**src/rtl/conv_host_seq_if.sv**
```systemverilog
// conv_host_seq_if: signal bundle between the host sequencer, the system
// byte interface and the convolution core.
//   s_data/s_vld/s_rdy   : input byte stream (valid/ready)
//   data_lin/in_vld      : assembled frame and level request to the core
//   conv_lin/out_vld     : core result and result valid
//   m_data/m_vld/m_rdy   : result byte stream (valid/ready)
//   busy, frame_cnt      : status
// master = sequencer side, slave = environment (byte source, core, sink).
interface conv_host_seq_if #(
    parameter int unsigned IN_BYTES  = 64,
    parameter int unsigned OUT_BYTES = 108
);
    logic [7:0]             s_data;
    logic                   s_vld;
    logic                   s_rdy;
    logic [IN_BYTES*8-1:0]  data_lin;
    logic                   in_vld;
    logic [OUT_BYTES*8-1:0] conv_lin;
    logic                   out_vld;
    logic [7:0]             m_data;
    logic                   m_vld;
    logic                   m_rdy;
    logic                   busy;
    logic [15:0]            frame_cnt;

    modport master (
        input  s_data, s_vld, conv_lin, out_vld, m_rdy,
        output s_rdy, data_lin, in_vld, m_data, m_vld, busy, frame_cnt
    );

    modport slave (
        output s_data, s_vld, conv_lin, out_vld, m_rdy,
        input  s_rdy, data_lin, in_vld, m_data, m_vld, busy, frame_cnt
    );
endinterface

```
**src/rtl/conv_host_seq.sv**
```systemverilog
// conv_host_seq: initiator-side sequencer for the convolution core.
// Collects IN_BYTES input bytes into data_lin, holds in_vld until a fresh
// rising edge of out_vld, captures conv_lin, waits GAP idle cycles and then
// streams the OUT_BYTES result bytes out on m_data/m_vld/m_rdy.
// Ports:
//   clk    : clock, rising edge
//   rst_n  : asynchronous active-low reset
//   bus    : conv_host_seq_if.master (byte in, core handshake, byte out,
//            busy and completed-frame counter)
// Every output is a register or a direct copy of one.
module conv_host_seq #(
    parameter int unsigned IN_BYTES  = 64,
    parameter int unsigned OUT_BYTES = 108,
    parameter int unsigned GAP       = 2
) (
    input  logic            clk,
    input  logic            rst_n,
    conv_host_seq_if.master bus
);
    localparam int unsigned IW = (IN_BYTES > 1)  ? $clog2(IN_BYTES)  : 1;
    localparam int unsigned OW = (OUT_BYTES > 1) ? $clog2(OUT_BYTES) : 1;
    localparam int unsigned GW = (GAP > 1)       ? $clog2(GAP)       : 1;

    localparam logic [IW-1:0] IDX_LAST = IW'(IN_BYTES - 1);
    localparam logic [OW-1:0] ODX_LAST = OW'(OUT_BYTES - 1);
    localparam logic [GW-1:0] GAP_LOAD = GW'(GAP - 1);

    typedef enum logic [1:0] {
        S_LOAD,
        S_REQ,
        S_GAP,
        S_DRAIN
    } state_t;

    state_t                  state;
    logic [IW-1:0]           idx;
    logic [OW-1:0]           odx;
    logic [GW-1:0]           gap_cnt;
    logic                    ovq;
    logic [IN_BYTES-1:0][7:0]  dbuf;
    logic [OUT_BYTES-1:0][7:0] rbuf;

    logic                    s_rdy_q;
    logic                    in_vld_q;
    logic                    m_vld_q;
    logic [7:0]              m_data_q;
    logic                    busy_q;
    logic [15:0]             frame_cnt_q;

    assign bus.s_rdy     = s_rdy_q;
    assign bus.in_vld    = in_vld_q;
    assign bus.m_vld     = m_vld_q;
    assign bus.m_data    = m_data_q;
    assign bus.busy      = busy_q;
    assign bus.frame_cnt = frame_cnt_q;
    assign bus.data_lin  = dbuf;

    always_ff @(posedge clk or negedge rst_n) begin
        if (!rst_n) begin
            state       <= S_LOAD;
            idx         <= '0;
            odx         <= '0;
            gap_cnt     <= '0;
            ovq         <= 1'b0;
            dbuf        <= '0;
            rbuf        <= '0;
            s_rdy_q     <= 1'b1;
            in_vld_q    <= 1'b0;
            m_vld_q     <= 1'b0;
            m_data_q    <= '0;
            busy_q      <= 1'b0;
            frame_cnt_q <= '0;
        end else begin
            // Tracked in every state so a result valid left high by the
            // previous frame is already seen as "old" when REQ is entered.
            ovq <= bus.out_vld;

            unique case (state)
                S_LOAD: begin
                    if (bus.s_vld && s_rdy_q) begin
                        dbuf[idx] <= bus.s_data;
                        // busy is kept as a flag rather than decoded from idx
                        // so it stays a plain register output.
                        busy_q    <= 1'b1;
                        if (idx == IDX_LAST) begin
                            idx      <= '0;
                            s_rdy_q  <= 1'b0;
                            in_vld_q <= 1'b1;
                            state    <= S_REQ;
                        end else begin
                            idx <= idx + IW'(1);
                        end
                    end
                end

                S_REQ: begin
                    // Capture on a rising edge of out_vld only.
                    if (bus.out_vld && !ovq) begin
                        rbuf     <= bus.conv_lin;
                        gap_cnt  <= GAP_LOAD;
                        in_vld_q <= 1'b0;
                        state    <= S_GAP;
                    end
                end

                S_GAP: begin
                    if (gap_cnt == '0) begin
                        m_vld_q  <= 1'b1;
                        m_data_q <= rbuf[0];
                        state    <= S_DRAIN;
                    end else begin
                        gap_cnt <= gap_cnt - GW'(1);
                    end
                end

                S_DRAIN: begin
                    if (m_vld_q && bus.m_rdy) begin
                        if (odx == ODX_LAST) begin
                            odx         <= '0;
                            m_vld_q     <= 1'b0;
                            s_rdy_q     <= 1'b1;
                            busy_q      <= 1'b0;
                            frame_cnt_q <= frame_cnt_q + 16'd1;
                            state       <= S_LOAD;
                        end else begin
                            // Preload the next byte so m_data stays registered.
                            odx      <= odx + OW'(1);
                            m_data_q <= rbuf[odx + OW'(1)];
                        end
                    end
                end

                default: state <= S_LOAD;
            endcase
        end
    end
endmodule
```
**src/flat_wrapper.sv**
```systemverilog
// flat-port wrapper written by rule: the top's interface ports become plain ports
module conv_host_seq_flat 
#(
    parameter int unsigned IN_BYTES  = 64,
    parameter int unsigned OUT_BYTES = 108,
    parameter int unsigned GAP       = 2
)
  (clk, rst_n, bus_s_data, bus_s_vld, bus_conv_lin, bus_out_vld, bus_m_rdy, bus_s_rdy, bus_data_lin, bus_in_vld, bus_m_data, bus_m_vld, bus_busy, bus_frame_cnt);
  conv_host_seq_if #(.IN_BYTES(IN_BYTES), .OUT_BYTES(OUT_BYTES)) bus_i ();
  input  logic clk;
  input  logic rst_n;
  input wire logic [$bits(bus_i.s_data)-1:0] bus_s_data;
  input wire logic [$bits(bus_i.s_vld)-1:0] bus_s_vld;
  input wire logic [$bits(bus_i.conv_lin)-1:0] bus_conv_lin;
  input wire logic [$bits(bus_i.out_vld)-1:0] bus_out_vld;
  input wire logic [$bits(bus_i.m_rdy)-1:0] bus_m_rdy;
  output wire logic [$bits(bus_i.s_rdy)-1:0] bus_s_rdy;
  output wire logic [$bits(bus_i.data_lin)-1:0] bus_data_lin;
  output wire logic [$bits(bus_i.in_vld)-1:0] bus_in_vld;
  output wire logic [$bits(bus_i.m_data)-1:0] bus_m_data;
  output wire logic [$bits(bus_i.m_vld)-1:0] bus_m_vld;
  output wire logic [$bits(bus_i.busy)-1:0] bus_busy;
  output wire logic [$bits(bus_i.frame_cnt)-1:0] bus_frame_cnt;
  assign bus_i.s_data = bus_s_data;
  assign bus_i.s_vld = bus_s_vld;
  assign bus_i.conv_lin = bus_conv_lin;
  assign bus_i.out_vld = bus_out_vld;
  assign bus_i.m_rdy = bus_m_rdy;
  assign bus_s_rdy = bus_i.s_rdy;
  assign bus_data_lin = bus_i.data_lin;
  assign bus_in_vld = bus_i.in_vld;
  assign bus_m_data = bus_i.m_data;
  assign bus_m_vld = bus_i.m_vld;
  assign bus_busy = bus_i.busy;
  assign bus_frame_cnt = bus_i.frame_cnt;
  conv_host_seq #(.IN_BYTES(IN_BYTES), .OUT_BYTES(OUT_BYTES), .GAP(GAP)) u_core (.clk(clk), .rst_n(rst_n), .bus(bus_i));
endmodule
```
**config.mk**
```make
export PLATFORM = sky130hd
export DESIGN_NAME = conv_host_seq_flat
export DESIGN_NICKNAME = d
export VERILOG_FILES = /design/src/rtl/conv_host_seq_if.sv /design/src/rtl/conv_host_seq.sv /design/src/flat_wrapper.sv
export SDC_FILE = /design/constraint.sdc
export NUM_CORES = 2
export LEC_CHECK = 0
export ABC_AREA = 1
export CORE_AREA = 5 5 548 550
export CTS_CLUSTER_SIZE = 28
export DETAILED_ROUTE_END_ITERATION = 10
export DIE_AREA = 0 0 553 555
export MAX_ROUTING_LAYER = met4
export PLACE_DENSITY = 0.4
export SYNTH_ARGS = -nofsm -noshare
export SYNTH_HDL_FRONTEND = slang
export SYNTH_SLANG_ARGS = --single-unit
```
**constraint.sdc**
```tcl
create_clock -name clk -period 5.5 [get_ports clk]
set_input_delay 0.55 -clock clk [delete_from_list [all_inputs] [get_ports clk]]
set_output_delay 0.55 -clock clk [all_outputs]
set_load 0.05 [all_outputs]
```
==> reports/results.ini <==
[floorplan]
ios=1417
core_area_sq_um=295300
fp.dieH_um=555
rows=200
initial_core_util_pct=20.78
die_area_sq_um=306900
die_w_um=553

[global_routing]
grt_start_max_net_pins=150
grt_pass1_wl_um=434500
grt_pass1_vias=54163
antenna_found_initial=115
grt_overflow_total=0
grtUsageTotal_pct=20.24

[critical_path]
end_kind=register
reg2reg_depth=13
crit_type=reg2reg
r2r-start=u_core.odx[0]
critical_path_arrival_ns=4.47
critPathLaunchType=register
ff2ff_setup_slack_ns=1.76
worst_ep_required_time_ns=6.23
crit_fanout=78
startpoint=u_core.odx[0]
r2r_end=u_core.bus.m_data[0]

[drt]
ant_nets=0
drt-total-wl_um=312600
remaining_drc_errors=0
drt_iter0_drc=3641
vias=52556
first_pass_iters=7
wire_per_inst_um=25.95
vias_per_cell=4.363

[place]
gp_congestion=0.8669
placed_area_sq_um=79840
pre_cts_slack_ns=1.574
port_buffers=1416
place_hpwl_um=232800

[logic_synthesis]
yosys-top-cells-area=dfrtp_1 (58%), mux2_2 (8.7%), nand2_1 (7.5%), o21ai_0 (5.8%), nor2_1 (5.4%)
yosysWarnings=0
yosysTopAreaCellShare_pct=57.91
postSynthAreaPerCell_sq_um=9.263
synth.distinct_cells=34
yosysMostFrequentCell=dfrtp_1
synth_area_sq_um=61370
synth_common_cells=dfrtp_1 (1,420), nand2_1 (1,224), nor2_1 (883)
synth_fp_nets=7510
yosysSeqAreaShare_pct=57.95
ys.flop_type=dfrtp_1
ys_async_sr_fraction_pct=100.0
synth-edff-count=0
synth_cells=6625
synth_top_area_cell=dfrtp_1
ys_ff_latch=1421

[layout]
syn_to_final_growth_pct=40.18
nets=8771
drive_gt1_share_pct=11.09
fill_cells=31274
final_cell_area_sq_um=86020

[clock_network]
tritoncts=built
post-cts-setup-buffers=0
path_clk_slew_ns=0.05
cts_root_buf=clkbuf_16
cts_buffers=182
worstSkewPairLatency_ns=0.86
clockBufferDepth=4
cts.sink_count=1421
htreeDepth=4

[timing]
post-route-period-util_pct=67.98
rsz0062_at_grt=no
slew_viol_final=0
period_minus_slack_ns=3.739
setup_viol=0
fmax_mhz=267.5
skew_ns=0.07031
worst_pin_slew_ns=1.412
tns_ns=0
finalHoldViolations=0
fin_ws_ns=1.761
fin_hold_ws_ns=0.1980
slew_headroom_pct=5.876

[hold_path]
min_path_type=in2async

[power]
peakVddDrop_mv=0.2134
power.density_nw_per_um2=277.3
p_leak_uw=0.03961

[outcome]
status=finished clean

[run]
drv_cap=0

worst max path at each step:
stage                          endpoint  slack [ns]  depth (start not counted)
5_1_grt            u_core.bus.m_data[3]        1.55                         10
6_report           u_core.bus.m_data[0]        1.76                         13
2_1_floorplan  u_core.bus.data_lin[253]        3.32                         12
4_1_cts            u_core.bus.m_data[3]        1.57                         10
3_3_place_gp       u_core.bus.m_data[3]        1.64                         10
3_5_place_dp       u_core.bus.m_data[3]        1.57                         10
cell usage in the layout, fill, tap and decap left out, types with 2 or more instances in the layout:
master | netlist | final
dfrtp_1 | 1420 | 1419
clkdlybuf4s50_1 | 0 | 1415
nand2_1 | 1224 | 1223
nor2_1 | 883 | 882
o21ai_0 | 713 | 713
mux2_2 | 472 | 472
nand3_1 | 467 | 466
a21oi_1 | 433 | 433
inv_1 | 431 | 430
clkbuf_16 | 0 | 186
diode_2 | 0 | 84
buf_4 | 2 | 71
clkbuf_1 | 280 | 45
o211ai_1 | 35 | 35
clkbuf_8 | 0 | 35
clkinv_2 | 0 | 33
buf_12 | 0 | 26
o21ai_1 | 18 | 18
bufinv_16 | 0 | 13
inv_2 | 5 | 12
o22ai_1 | 12 | 12
nor2_4 | 11 | 11
xor2_1 | 10 | 9
xnor2_1 | 9 | 8
nor3_1 | 9 | 7
ha_1 | 8 | 7
nand4_1 | 6 | 6
inv_6 | 0 | 5
nor3_2 | 1 | 3
nor2_2 | 2 | 3
xor2_4 | 1 | 3
inv_8 | 0 | 3
nand3_2 | 2 | 2
cell families after synthesis:
logic type,count (synthesis),share of synthesized area (%)
AOI/OAI and AO/OA,1214,10.08
xor gates and xnor gates,21,0.3426
adders and majority gates,8,0.1631
buffers and inverters,882,5.662
DFF,1421,57.95
muxes,472,8.661
and+or+nand+nor,2607,17.14
repair_timing:
action / in CTS / in global routing
resized for setup: 0 / 0
endpoints found under the hold margin: 71 / 0
hold buffers: 1 / 0
flip-flops by register name, indices dropped and copies added, names as in the netlist:
name and count:
u_core.gap_cnt 1, u_core.odx 7, u_core.bus.m_vld 1, u_core.bus.m_data 8
u_core.rbuf 864, u_core.bus.s_rdy 1, u_core.state 2, u_core.idx 6
u_core.ovq 1, u_core.bus.frame_cnt 16, u_core.bus.data_lin 512, u_core.bus.busy 1
u_core.bus.in_vld 1
area by class of cell:
type	count	area [sq um]	area share, %
Sequential cell	1421	35560	41.34
Multi-Input combinational cell	4322	22410	26.05
Timing Repair Buffer	1514	15250	17.73
Clock buffer	266	5305	6.167
Tap cell	3939	4928	5.729
Inverter	445	1687	1.961
Clock inverter	54	659.4	0.7665
Antenna cell	84	210.2	0.2444
stage by stage:
stage / instances / total power, uW / utilization [%]
4_1_cts: 11961 / 24300 / 29.06
2_1_floorplan: 6625 / 10730 / -
5_1_grt: 12038 / 24700 / 29.13
6_report: 12045 / 23850 / 29.13
3_3_place_gp: 11640 / 11870 / 27.04
3_5_place_dp: 11640 / 11860 / 27.04
per-layer routing:
metal,GRT usage [%],routed length [um],vias up
met2,32.99,149000,1836
li1,-,-,24182
met3,6.901,25450,375
met5,-,0,-
met4,5.623,9617,0
met1,23.82,128500,26163
critical path: stages, from the launching register on:
cell,delay [ns]
dfrtp_4,0.59
ha_4,0.59
inv_8,0.23
buf_4,0.43
buf_4,0.20
nor2_1,0.10
o21ai_0,0.10
nand3_1,0.12
nand3_1,0.17
nand3_1,0.19
nand3_1,0.10
nand2_1,0.24
nand3_1,0.13
a21oi_1,0.18
report_power, final:
| group | internal (uW) | leakage (uW) | switching (uW) |
|---|---|---|---|
| Sequential | 10500 | 0.0177 | 4.42 |
| Combinational | 587 | 0.0189 | 589 |
| Clock | 7270 | 0.00295 | 4940 |
Note: power is estimated with default switching activity, not from simulation.
